`src/rtl/conv_pool_sched_if.sv`:
```
// Handshake and status bundle between a frame source and the conv/pool scheduler.
interface conv_pool_sched_if;
   logic        start;
   logic        in_valid;
   logic        in_ready;
   logic        conv_en;
   logic        pool_en;
   logic        row_last;
   logic        busy;
   logic        done;
   logic [15:0] stall_cnt;

   modport master (
      output start, in_valid,
      input  in_ready, conv_en, pool_en, row_last, busy, done, stall_cnt
   );

   modport slave (
      input  start, in_valid,
      output in_ready, conv_en, pool_en, row_last, busy, done, stall_cnt
   );
endinterface

```
`src/rtl/conv_pool_sched.sv`:
```
// Frame scheduler for a KxK convolution followed by POOLxPOOL pooling.
// Optional stall counter is enabled by defining CONV_POOL_SCHED_STALL_CNT_EN.
module conv_pool_sched #(
   parameter int IMG_W    = 32,
   parameter int IMG_H    = 32,
   parameter int K        = 5,
   parameter int POOL     = 2,
   parameter int PIPE_LAT = 4
) (
   input  logic             clk,
   input  logic             rst,
   conv_pool_sched_if.slave bus
);
   localparam int CW = (IMG_W > 1) ? $clog2(IMG_W) : 1;
   localparam int RW = (IMG_H > 1) ? $clog2(IMG_H) : 1;
   localparam int PW = (POOL > 1) ? $clog2(POOL) : 1;
   localparam int FW = (PIPE_LAT > 1) ? $clog2(PIPE_LAT) : 1;

   localparam logic [CW-1:0] COL_LAST   = CW'(IMG_W - 1);
   localparam logic [CW-1:0] COL_START  = CW'(K - 1);
   localparam logic [RW-1:0] ROW_LAST   = RW'(IMG_H - 1);
   localparam logic [RW-1:0] ROW_START  = RW'(K - 1);
   localparam logic [PW-1:0] PH_MAX     = PW'(POOL - 1);
   localparam logic [FW-1:0] FLUSH_LAST = FW'(PIPE_LAT - 1);

   typedef enum logic [1:0] {S_IDLE, S_RUN, S_FLUSH, S_DONE} state_t;

   state_t        state_q, state_d;
   logic [CW-1:0] col_q, col_d;
   logic [RW-1:0] row_q, row_d;
   logic [PW-1:0] cph_q, cph_d;
   logic [PW-1:0] rph_q, rph_d;
   logic [FW-1:0] flush_q, flush_d;
   logic          conv_en_q, conv_en_d;
   logic          pool_en_q, pool_en_d;
   logic          row_last_q, row_last_d;

   logic transfer;
   logic col_end;
   logic row_end;
   logic conv_hit;
   logic start_run;
   logic in_ready;
   logic busy;
   logic done;

   assign start_run = (state_q == S_IDLE) & bus.start;
   assign transfer  = (state_q == S_RUN) & bus.in_valid;
   assign col_end   = (col_q == COL_LAST);
   assign row_end   = (row_q == ROW_LAST);
   assign conv_hit  = transfer & (row_q >= ROW_START) & (col_q >= COL_START);

   // FSM: state register
   always_ff @(posedge clk or posedge rst) begin
      if (rst) begin
         state_q <= S_IDLE;
      end else begin
         state_q <= state_d;
      end
   end

   // FSM: next state
   always_comb begin
      state_d = state_q;
      case (state_q)
         S_IDLE:  if (bus.start) state_d = S_RUN;
         S_RUN:   if (transfer && col_end && row_end) state_d = S_FLUSH;
         S_FLUSH: if (flush_q == FLUSH_LAST) state_d = S_DONE;
         S_DONE:  state_d = S_IDLE;
         default: state_d = S_IDLE;
      endcase
   end

   // FSM: outputs decoded straight from state
   always_comb begin
      in_ready = (state_q == S_RUN);
      busy     = (state_q != S_IDLE);
      done     = (state_q == S_DONE);
   end

   // Pixel position and pool phase tracking; everything holds when no pixel moves
   always_comb begin
      col_d      = col_q;
      row_d      = row_q;
      cph_d      = cph_q;
      rph_d      = rph_q;
      flush_d    = '0;
      conv_en_d  = conv_hit;
      pool_en_d  = conv_hit & (cph_q == PH_MAX) & (rph_q == PH_MAX);
      row_last_d = conv_hit & col_end;

      if (state_q == S_FLUSH && flush_q != FLUSH_LAST) begin
         flush_d = flush_q + 1'b1;
      end

      if (start_run) begin
         col_d = '0;
         row_d = '0;
         cph_d = '0;
         rph_d = '0;
      end else if (transfer) begin
         if (col_end) begin
            col_d = '0;
            row_d = row_end ? '0 : row_q + 1'b1;
            // column phase restarts each row so a partial window never fires
            cph_d = '0;
            if (row_q >= ROW_START) begin
               rph_d = (rph_q == PH_MAX) ? '0 : rph_q + 1'b1;
            end
         end else begin
            col_d = col_q + 1'b1;
            if (conv_hit) begin
               cph_d = (cph_q == PH_MAX) ? '0 : cph_q + 1'b1;
            end
         end
      end
   end

   always_ff @(posedge clk or posedge rst) begin
      if (rst) begin
         col_q      <= '0;
         row_q      <= '0;
         cph_q      <= '0;
         rph_q      <= '0;
         flush_q    <= '0;
         conv_en_q  <= 1'b0;
         pool_en_q  <= 1'b0;
         row_last_q <= 1'b0;
      end else begin
         col_q      <= col_d;
         row_q      <= row_d;
         cph_q      <= cph_d;
         rph_q      <= rph_d;
         flush_q    <= flush_d;
         conv_en_q  <= conv_en_d;
         pool_en_q  <= pool_en_d;
         row_last_q <= row_last_d;
      end
   end

`ifdef CONV_POOL_SCHED_STALL_CNT_EN
   logic [15:0] stall_q, stall_d;

   always_comb begin
      stall_d = stall_q;
      if (start_run) begin
         stall_d = '0;
      end else if (state_q == S_RUN && !bus.in_valid && stall_q != 16'hFFFF) begin
         stall_d = stall_q + 16'd1;
      end
   end

   always_ff @(posedge clk or posedge rst) begin
      if (rst) begin
         stall_q <= '0;
      end else begin
         stall_q <= stall_d;
      end
   end

   assign bus.stall_cnt = stall_q;
`else
   assign bus.stall_cnt = 16'h0000;
`endif

   assign bus.in_ready = in_ready;
   assign bus.busy     = busy;
   assign bus.done     = done;
   assign bus.conv_en  = conv_en_q;
   assign bus.pool_en  = pool_en_q;
   assign bus.row_last = row_last_q;
endmodule
```
`src/flat_wrapper.sv`:
```
// flat-port wrapper written by rule: the top's interface ports become plain ports
module conv_pool_sched_flat 
#(
   parameter int IMG_W    = 32,
   parameter int IMG_H    = 32,
   parameter int K        = 5,
   parameter int POOL     = 2,
   parameter int PIPE_LAT = 4
)
  (clk, rst, bus_start, bus_in_valid, bus_in_ready, bus_conv_en, bus_pool_en, bus_row_last, bus_busy, bus_done, bus_stall_cnt);
  conv_pool_sched_if bus_i ();
  input  logic clk;
  input  logic rst;
  input wire logic [$bits(bus_i.start)-1:0] bus_start;
  input wire logic [$bits(bus_i.in_valid)-1:0] bus_in_valid;
  output wire logic [$bits(bus_i.in_ready)-1:0] bus_in_ready;
  output wire logic [$bits(bus_i.conv_en)-1:0] bus_conv_en;
  output wire logic [$bits(bus_i.pool_en)-1:0] bus_pool_en;
  output wire logic [$bits(bus_i.row_last)-1:0] bus_row_last;
  output wire logic [$bits(bus_i.busy)-1:0] bus_busy;
  output wire logic [$bits(bus_i.done)-1:0] bus_done;
  output wire logic [$bits(bus_i.stall_cnt)-1:0] bus_stall_cnt;
  assign bus_i.start = bus_start;
  assign bus_i.in_valid = bus_in_valid;
  assign bus_in_ready = bus_i.in_ready;
  assign bus_conv_en = bus_i.conv_en;
  assign bus_pool_en = bus_i.pool_en;
  assign bus_row_last = bus_i.row_last;
  assign bus_busy = bus_i.busy;
  assign bus_done = bus_i.done;
  assign bus_stall_cnt = bus_i.stall_cnt;
  conv_pool_sched #(.IMG_W(IMG_W), .IMG_H(IMG_H), .K(K), .POOL(POOL), .PIPE_LAT(PIPE_LAT)) u_core (.clk(clk), .rst(rst), .bus(bus_i));
endmodule
```
`config.mk`:
```
export PLATFORM = sky130hd
export DESIGN_NAME = conv_pool_sched_flat
export DESIGN_NICKNAME = d
export VERILOG_FILES = /design/src/rtl/conv_pool_sched_if.sv /design/src/rtl/conv_pool_sched.sv /design/src/flat_wrapper.sv
export SDC_FILE = /design/constraint.sdc
export NUM_CORES = 1
export LEC_CHECK = 0
export ABC_CLOCK_PERIOD_IN_PS = 2100
export BUFFER_PORTS_ARGS = -buffer_cell sky130_fd_sc_hd__clkbuf_2
export CAP_MARGIN = 0
export CORE_MARGIN = 4
export CORE_UTILIZATION = 45
export CTS_CLUSTER_SIZE = 16
export DETAILED_ROUTE_END_ITERATION = 8
export GPL_ROUTABILITY_DRIVEN = 0
export HOLD_SLACK_MARGIN = 0.06
export PLACE_DENSITY_LB_ADDON = 0.1
export SLEW_MARGIN = 0
export SYNTH_ARGS = -nofsm -noshare
export SYNTH_HDL_FRONTEND = slang
export SYNTH_SLANG_ARGS = --single-unit
```
`constraint.sdc`:
```
create_clock -name clk -period 2.1 [get_ports clk]
set_input_delay 0.42 -clock clk [delete_from_list [all_inputs] [get_ports clk]]
set_output_delay 0.42 -clock clk [all_outputs]
set_load 0.1 [all_outputs]
```
==> results of run 1 <==
[per-layer routing]
layer	share of wire, %	track usage, %	up-vias
met2	46	20.7	17
met5	0	0	-
met4	0.70	2.91	0
met1	48	17.0	404
li1	-	-	415
met3	5.0	4.61	2
[power groups by stage]
stage	Combinational, W	Sequential [W]	Clock, W
2_1_floorplan	0.000243	0.000455	0
3_3_place_gp	0.000246	0.000463	0
3_5_place_dp	0.000252	0.000465	0
4_1_cts	0.000252	0.000458	0.000198
5_1_grt	0.000276	0.000467	0.000206
6_report	0.000251	0.000460	0.000182
[cell usage in the layout, fill, tap and decap left out, drive strengths merged]
master / count
dfrtp: 19
conb: 16
a21oi: 12
ha: 12
clkbuf: 12
inv: 9
nand3: 6
nor2: 5
o21ai: 5
nand2: 5
buf: 5
and3: 4
or4: 3
nor3: 3
or4b: 2
and2: 2
a31oi: 2
or3: 2
nor2b: 1
a221oi: 1
mux2: 1
or3b: 1
nor3b: 1
a2bb2oi: 1
nor4bb: 1
mux2i: 1
o31ai: 1
nand2b: 1
[how the worst min path moves through the flow]
| stage | startpoint | to | slack [ps] | cells past startpoint |
|---|---|---|---|---|
| after floorplan | rst | u_core.bus.conv_en | 370 | 1 |
| after global placement | u_core.flush_q[0] | u_core.flush_q[0] | 430 | 1 |
| after detailed placement | u_core.flush_q[0] | u_core.flush_q[0] | 430 | 1 |
| after CTS | rst | u_core.flush_q[0] | 230 | 2 |
| after global routing | rst | u_core.flush_q[1] | 270 | 2 |
| final | rst | u_core.flush_q[1] | 220 | 2 |
[worst reg2reg max path: cells and delay by family (launching register included)]
kind | cells | cell delay (ps)
flops | 1 | 440
fa+ha+maj | 2 | 440
compound gates | 1 | 150
simple gates | 2 | 680
buf+inv | 1 | 160
[flip-flops by register name, summed over array words and instances (netlist names)]
signal / flops
u_core.col_q: 5
u_core.row_q: 5
u_core.flush_q: 2
u_core.state_q: 2
u_core.bus.conv_en: 1
u_core.bus.pool_en: 1
u_core.bus.row_last: 1
u_core.cph_q: 1
u_core.rph_q: 1
[area by class of cell]
cell class | count | area, µm² | share of cell area, %
Multi-Input combinational cell | 89 | 582 | 47.3
Sequential cell | 19 | 475 | 38.7
Timing Repair Buffer | 13 | 75.1 | 6.10
Tap cell | 30 | 37.5 | 3.05
Inverter | 9 | 33.8 | 2.75
Clock buffer | 4 | 26.3 | 2.14
[stage by stage]
stage	instance area [µm²]	cells	worst slack, ps	total power, W	utilization (%)
floorplan	1210	135	113	0.000698	-
global placement	1190	160	169	0.000708	48.7
detailed placement	1190	160	52.9	0.000717	48.7
CTS	1220	164	38.1	0.000909	49.7
global route	1230	164	25.0	0.000949	50.1
finish	1230	164	110	0.000893	50.1
[synthesized netlist by cell type]
cell type / n
buf_2: 1
a21oi_1: 12
or4_1: 3
a31oi_1: 2
nand3_1: 6
mux2i_1: 1
inv_1: 9
nor3_1: 3
o21ai_0: 5
nand2_1: 4
clkbuf_1: 1
or3b_1: 1
nand2_2: 1
dfrtp_1: 19
or4b_1: 2
and3_1: 4
o31ai_1: 1
nor2_1: 5
ha_1: 12
nand2b_1: 1
buf_4: 16
and2_1: 2
conb_1: 1
a2bb2oi_1: 1
a221oi_1: 1
mux2_2: 1
nor3b_1: 1
nor4bb_1: 1
or3_1: 2
nor2b_1: 1
[cells by family (layout without fill, tap and decap cells)]
logic type / count (synthesis) / in the layout / synth area share, %
flops: 19 / 19 / 41.3
simple gates: 37 / 37 / 18.8
other cells: 1 / 16 / 0.325
fa+ha+maj: 12 / 12 / 13.0
compound gates: 22 / 22 / 10.6
mux: 2 / 2 / 1.85
buf+inv: 27 / 26 / 14.1
==> flow_metrics.env, run 1 <==
export IMPL_status="completed"
export IMPL_syn_area_per_cell_um2=9.60
export IMPL_first_pass_iters=4
export IMPL_die_h_um=58.6
export IMPL_antenna_cells=0
export IMPL_wire_per_inst_um=12.2
export IMPL_worstSetupPathType="reg2out"
export IMPL_cp_startpoint="u_core.state_q[0]"
export IMPL_cts_root_buffer="clkbuf_4"
export IMPL_io_pins=26
export IMPL_synthTopCellsByArea="dfrtp_1 41%, ha_1 13%, buf_4 10%"
export IMPL_fmax_ghz=0.502
export IMPL_r2r_slack_ps=160
export IMPL_clkSinkCount=19
export IMPL_drive_above_1_share_pct=15.7
export IMPL_switchingPower_w=0.000349
export IMPL_path_clk_slew_ps=100
export IMPL_p_comb_share_pct=28.1
export IMPL_hold_violations=0
export IMPL_p_clk_share_pct=20.4
export IMPL_cp_num_buf_inv=3
export IMPL_first_iter_violations=8
export IMPL_path_cells="inv_1, ha_1, inv_1, clkbuf_2"
export IMPL_start_util_pct=46.9
export IMPL_cts_tree="built"
export IMPL_syn_area_mm2=0.00115
export IMPL_finalClockSkew_ps=1.38
export IMPL_power_switching_share_pct=39.1
export IMPL_hpwl_um=1480
export IMPL_crit_path_start_kind="flip-flop"
export IMPL_rsz0062_at_grt="false"
export IMPL_ir_drop_mv=0.488
export IMPL_clk_path_buf_depth=2
export IMPL_tns_ps=0
export IMPL_ys_types=30
export IMPL_endpoint="bus_busy"
export IMPL_core_area_mm2=0.00245
export IMPL_crit_cells=4
export IMPL_drcViolationCount=0
export IMPL_wl_um=2000
export IMPL_num_fill_cells=243
export IMPL_hold_buffers=0
export IMPL_worst_slew_pin_slew_ps=747
export IMPL_synth_top_area_share_pct=41.3
export IMPL_cpMostUsedCell="inv_1"
export IMPL_fin_crit_sh_pct=94.8
export IMPL_ctsResizeCount=0
export IMPL_overflow=0
export IMPL_r2r_start="u_core.col_q[1]"
export IMPL_htreeDepth=1
export IMPL_area_growth_pct=6.73
export IMPL_r2r_end="u_core.col_q[2]"
export IMPL_final_setup_viol_count=0
export IMPL_grt_start_max_net_pins=20
export IMPL_synthCells=120
export IMPL_die_area_mm2=0.00343
export IMPL_crit_slowest_cell="clkbuf_2"
export IMPL_p_per_area_mw_per_mm2=726
export IMPL_drv_cap=0
export IMPL_postCtsSetupBuffers=0
export IMPL_dieWidth_um=58.6
export IMPL_synth_top_area_cell="dfrtp_1"
export IMPL_antenna_left=0
export IMPL_yosysSeqAreaShare_pct=41.3
export IMPL_port_buffer_count=9
export IMPL_cp_slowest_stage_delay_ps=440
export IMPL_numCtsBuffers=3
export IMPL_synth_seq_cells=19
export IMPL_leakagePower_nw=0.630
export IMPL_rr_worst_depth=6
export IMPL_num_rows=18
export IMPL_path_delay_family="buffers and inverters"
export IMPL_nets=151
export IMPL_maxSlewViolCount=0
export IMPL_clk_latency_ps=290
export IMPL_num_vias=838
export IMPL_finalCriticalPeriod_ps=1990
export IMPL_holdCritPathClass="in2async"
export IMPL_pwr_share_seq_pct=51.5
export IMPL_endpoint_kind="output pin"
export IMPL_relSlewSlack_pct=50.1
export IMPL_grt_pass1_vias=766
export IMPL_holdWs_ps=221
export IMPL_via_per_inst=5.11
export IMPL_required_ps=1680
export IMPL_ys_warnings_count=0
export IMPL_grt_pass1_wl_um=3460
export IMPL_crit_fanout=4
export IMPL_grt_util_all_layers_pct=13.0
export IMPL_critPathArrivalTime_ps=1570
export IMPL_antenna_found_initial=0
export IMPL_p_int_w=0.000543
No activity file was read; power rests on OpenSTA's default activity.
==> run 2, diff against run 1 <==
--- a/config.mk
+++ b/config.mk
@@ -9,7 +9,7 @@
 export BUFFER_PORTS_ARGS = -buffer_cell sky130_fd_sc_hd__clkbuf_2
 export CAP_MARGIN = 0
 export CORE_MARGIN = 4
-export CORE_UTILIZATION = 45
+export CORE_UTILIZATION = 30
 export CTS_CLUSTER_SIZE = 16
 export DETAILED_ROUTE_END_ITERATION = 8
 export GPL_ROUTABILITY_DRIVEN = 0
==> flow_metrics.env, run 2 (synthesis results as in run 1) <==
export IMPL_required_ps=2280
export IMPL_ir_drop_mv=0.278
export IMPL_hold_violations=0
export IMPL_clk_path_buf_depth=2
export IMPL_placed_cells=179
export IMPL_fin_cells=183
export IMPL_die_area_mm2=0.00490
export IMPL_antenna_found_initial=0
export IMPL_maxSlewViolCount=0
export IMPL_core_area_mm2=0.00369
export IMPL_r2r_slack_ps=150
export IMPL_finalClockSkew_ps=1.48
export IMPL_first_pass_iters=3
export IMPL_worst_slew_pin_slew_ps=541
export IMPL_path_clk_slew_ps=70
export IMPL_crit_path_start_kind="flip-flop"
export IMPL_endpoint_kind="flip-flop"
export IMPL_cts_tree="built"
export IMPL_grt_start_max_net_pins=20
export IMPL_hold_buffers=0
export IMPL_grt_pass1_wl_um=3500
export IMPL_cp_slowest_stage_delay_ps=490
export IMPL_critPathArrivalTime_ps=2130
export IMPL_numCtsBuffers=3
export IMPL_drive_above_1_share_pct=17.8
export IMPL_path_delay_family="simple AND/OR/NAND/NOR gates"
export IMPL_area_growth_pct=11.7
export IMPL_htreeDepth=1
export IMPL_hpwl_um=1470
export IMPL_crit_slowest_cell="or4b_1"
export IMPL_path_cells="ha_1, and3_1, ha_1, buf_4, or4b_1, a21oi_1"
export IMPL_worstSetupPathType="reg2reg"
export IMPL_num_rows=22
export IMPL_final_cell_mix="19 x dfrtp_1, 16 x conb_1, 12 x a21oi_1, 10 x ha_1, 9 x inv_1"
export IMPL_wl_um=2040
export IMPL_grt_pass1_vias=767
export IMPL_relSlewSlack_pct=64.1
export IMPL_rsz0062_at_grt="false"
export IMPL_fin_crit_sh_pct=92.9
export IMPL_layout_commonest_cell="dfrtp_1"
export IMPL_via_per_inst=4.48
export IMPL_wire_per_inst_um=11.1
export IMPL_finalCriticalPeriod_ps=1950
export IMPL_final_setup_viol_count=0
export IMPL_leakagePower_nw=0.647
export IMPL_start_util_pct=31.2
export IMPL_port_buffer_count=9
export IMPL_antenna_left=0
export IMPL_status="completed"
export IMPL_first_iter_violations=31
export IMPL_reg_top3="u_core.col_q (5), u_core.row_q (5)"
export IMPL_cpMostUsedCell="ha_1"
export IMPL_cp_num_buf_inv=1
export IMPL_postCtsSetupBuffers=0
export IMPL_cts_root_buffer="clkbuf_8"
export IMPL_nets=152
export IMPL_crit_fanout=6
export IMPL_antenna_cells=0
export IMPL_clk_latency_ps=250
export IMPL_holdCritPathClass="in2async"
export IMPL_p_total_w=0.000967
export IMPL_drcViolationCount=0
export IMPL_drv_cap=0
export IMPL_num_vias=819
export IMPL_die_h_um=70.0
export IMPL_clkSinkCount=19
export IMPL_fmax_ghz=0.513
export IMPL_p_per_area_mw_per_mm2=751
export IMPL_tns_ps=0
export IMPL_io_pins=26
export IMPL_num_fill_cells=389
export IMPL_dieWidth_um=70.0
export IMPL_overflow=0
export IMPL_grt_util_all_layers_pct=8.73
[run 2: power breakdown]
part | switching, W | internal (W) | total (W)
combinational | 0.000191 | 0.0000614 | 0.000252
sequential | 0.0000478 | 0.000410 | 0.000458
clock | 0.000125 | 0.000132 | 0.000257
total | 0.000364 | 0.000603 | 0.000967
[run 2: routing by layer]
layer,GRT usage (%),part of all wire (%)
met3,1.58,4.2
met4,3.83,1.3
met1,10.5,44
met5,0,0
met2,15.1,50
[run 2: worst min-delay path, cell delays in order]
cell and delay [ps]:
clkbuf_2 80, inv_1 40, buf_4 260
[run 2: what timing repair did]
item / CTS / global route
resized for setup: 0 / 3
endpoints found under the setup margin: 0 / 2
endpoints found under the hold margin: 0 / 0
[run 2: final timing paths]
path                       depth (start not counted)                end               from
setup / recovery                                   6    u_core.col_q[2]    u_core.col_q[1]
min in group clk                                   1  u_core.flush_q[0]  u_core.flush_q[0]
hold / removal                                     3    u_core.row_q[0]                rst
max in group asynchronous                          3    u_core.col_q[3]                rst
hold reg to reg                                    1  u_core.flush_q[0]  u_core.flush_q[0]
setup reg to reg                                   6    u_core.col_q[2]    u_core.col_q[1]
[run 2: metrics by stage]
| step | hold slack (ps) | setup slack, ps | util [%] | cell area (µm²) |
|---|---|---|---|---|
| 2_1_floorplan | 371 | 113 | - | 1210 |
| 3_3_place_gp | 429 | 134 | 33.3 | 1230 |
| 3_5_place_dp | 436 | 121 | 33.3 | 1230 |
| 4_1_cts | 160 | 98.7 | 34.5 | 1270 |
| 5_1_grt | 189 | 32.7 | 34.9 | 1290 |
| 6_report | 152 | 149 | 34.9 | 1290 |
[run 2: layout make-up]
class                   instances  area (µm²)  area share [%]
flip-flops and latches         19         475            36.9
clock buffers                   3        41.3            3.21
repair buffers                 14        85.1            6.61
clock inverters                 1        5.00           0.389
well taps                      48        60.1            4.66
inverters                       9        33.8            2.62
multi-input cells              89         587            45.6
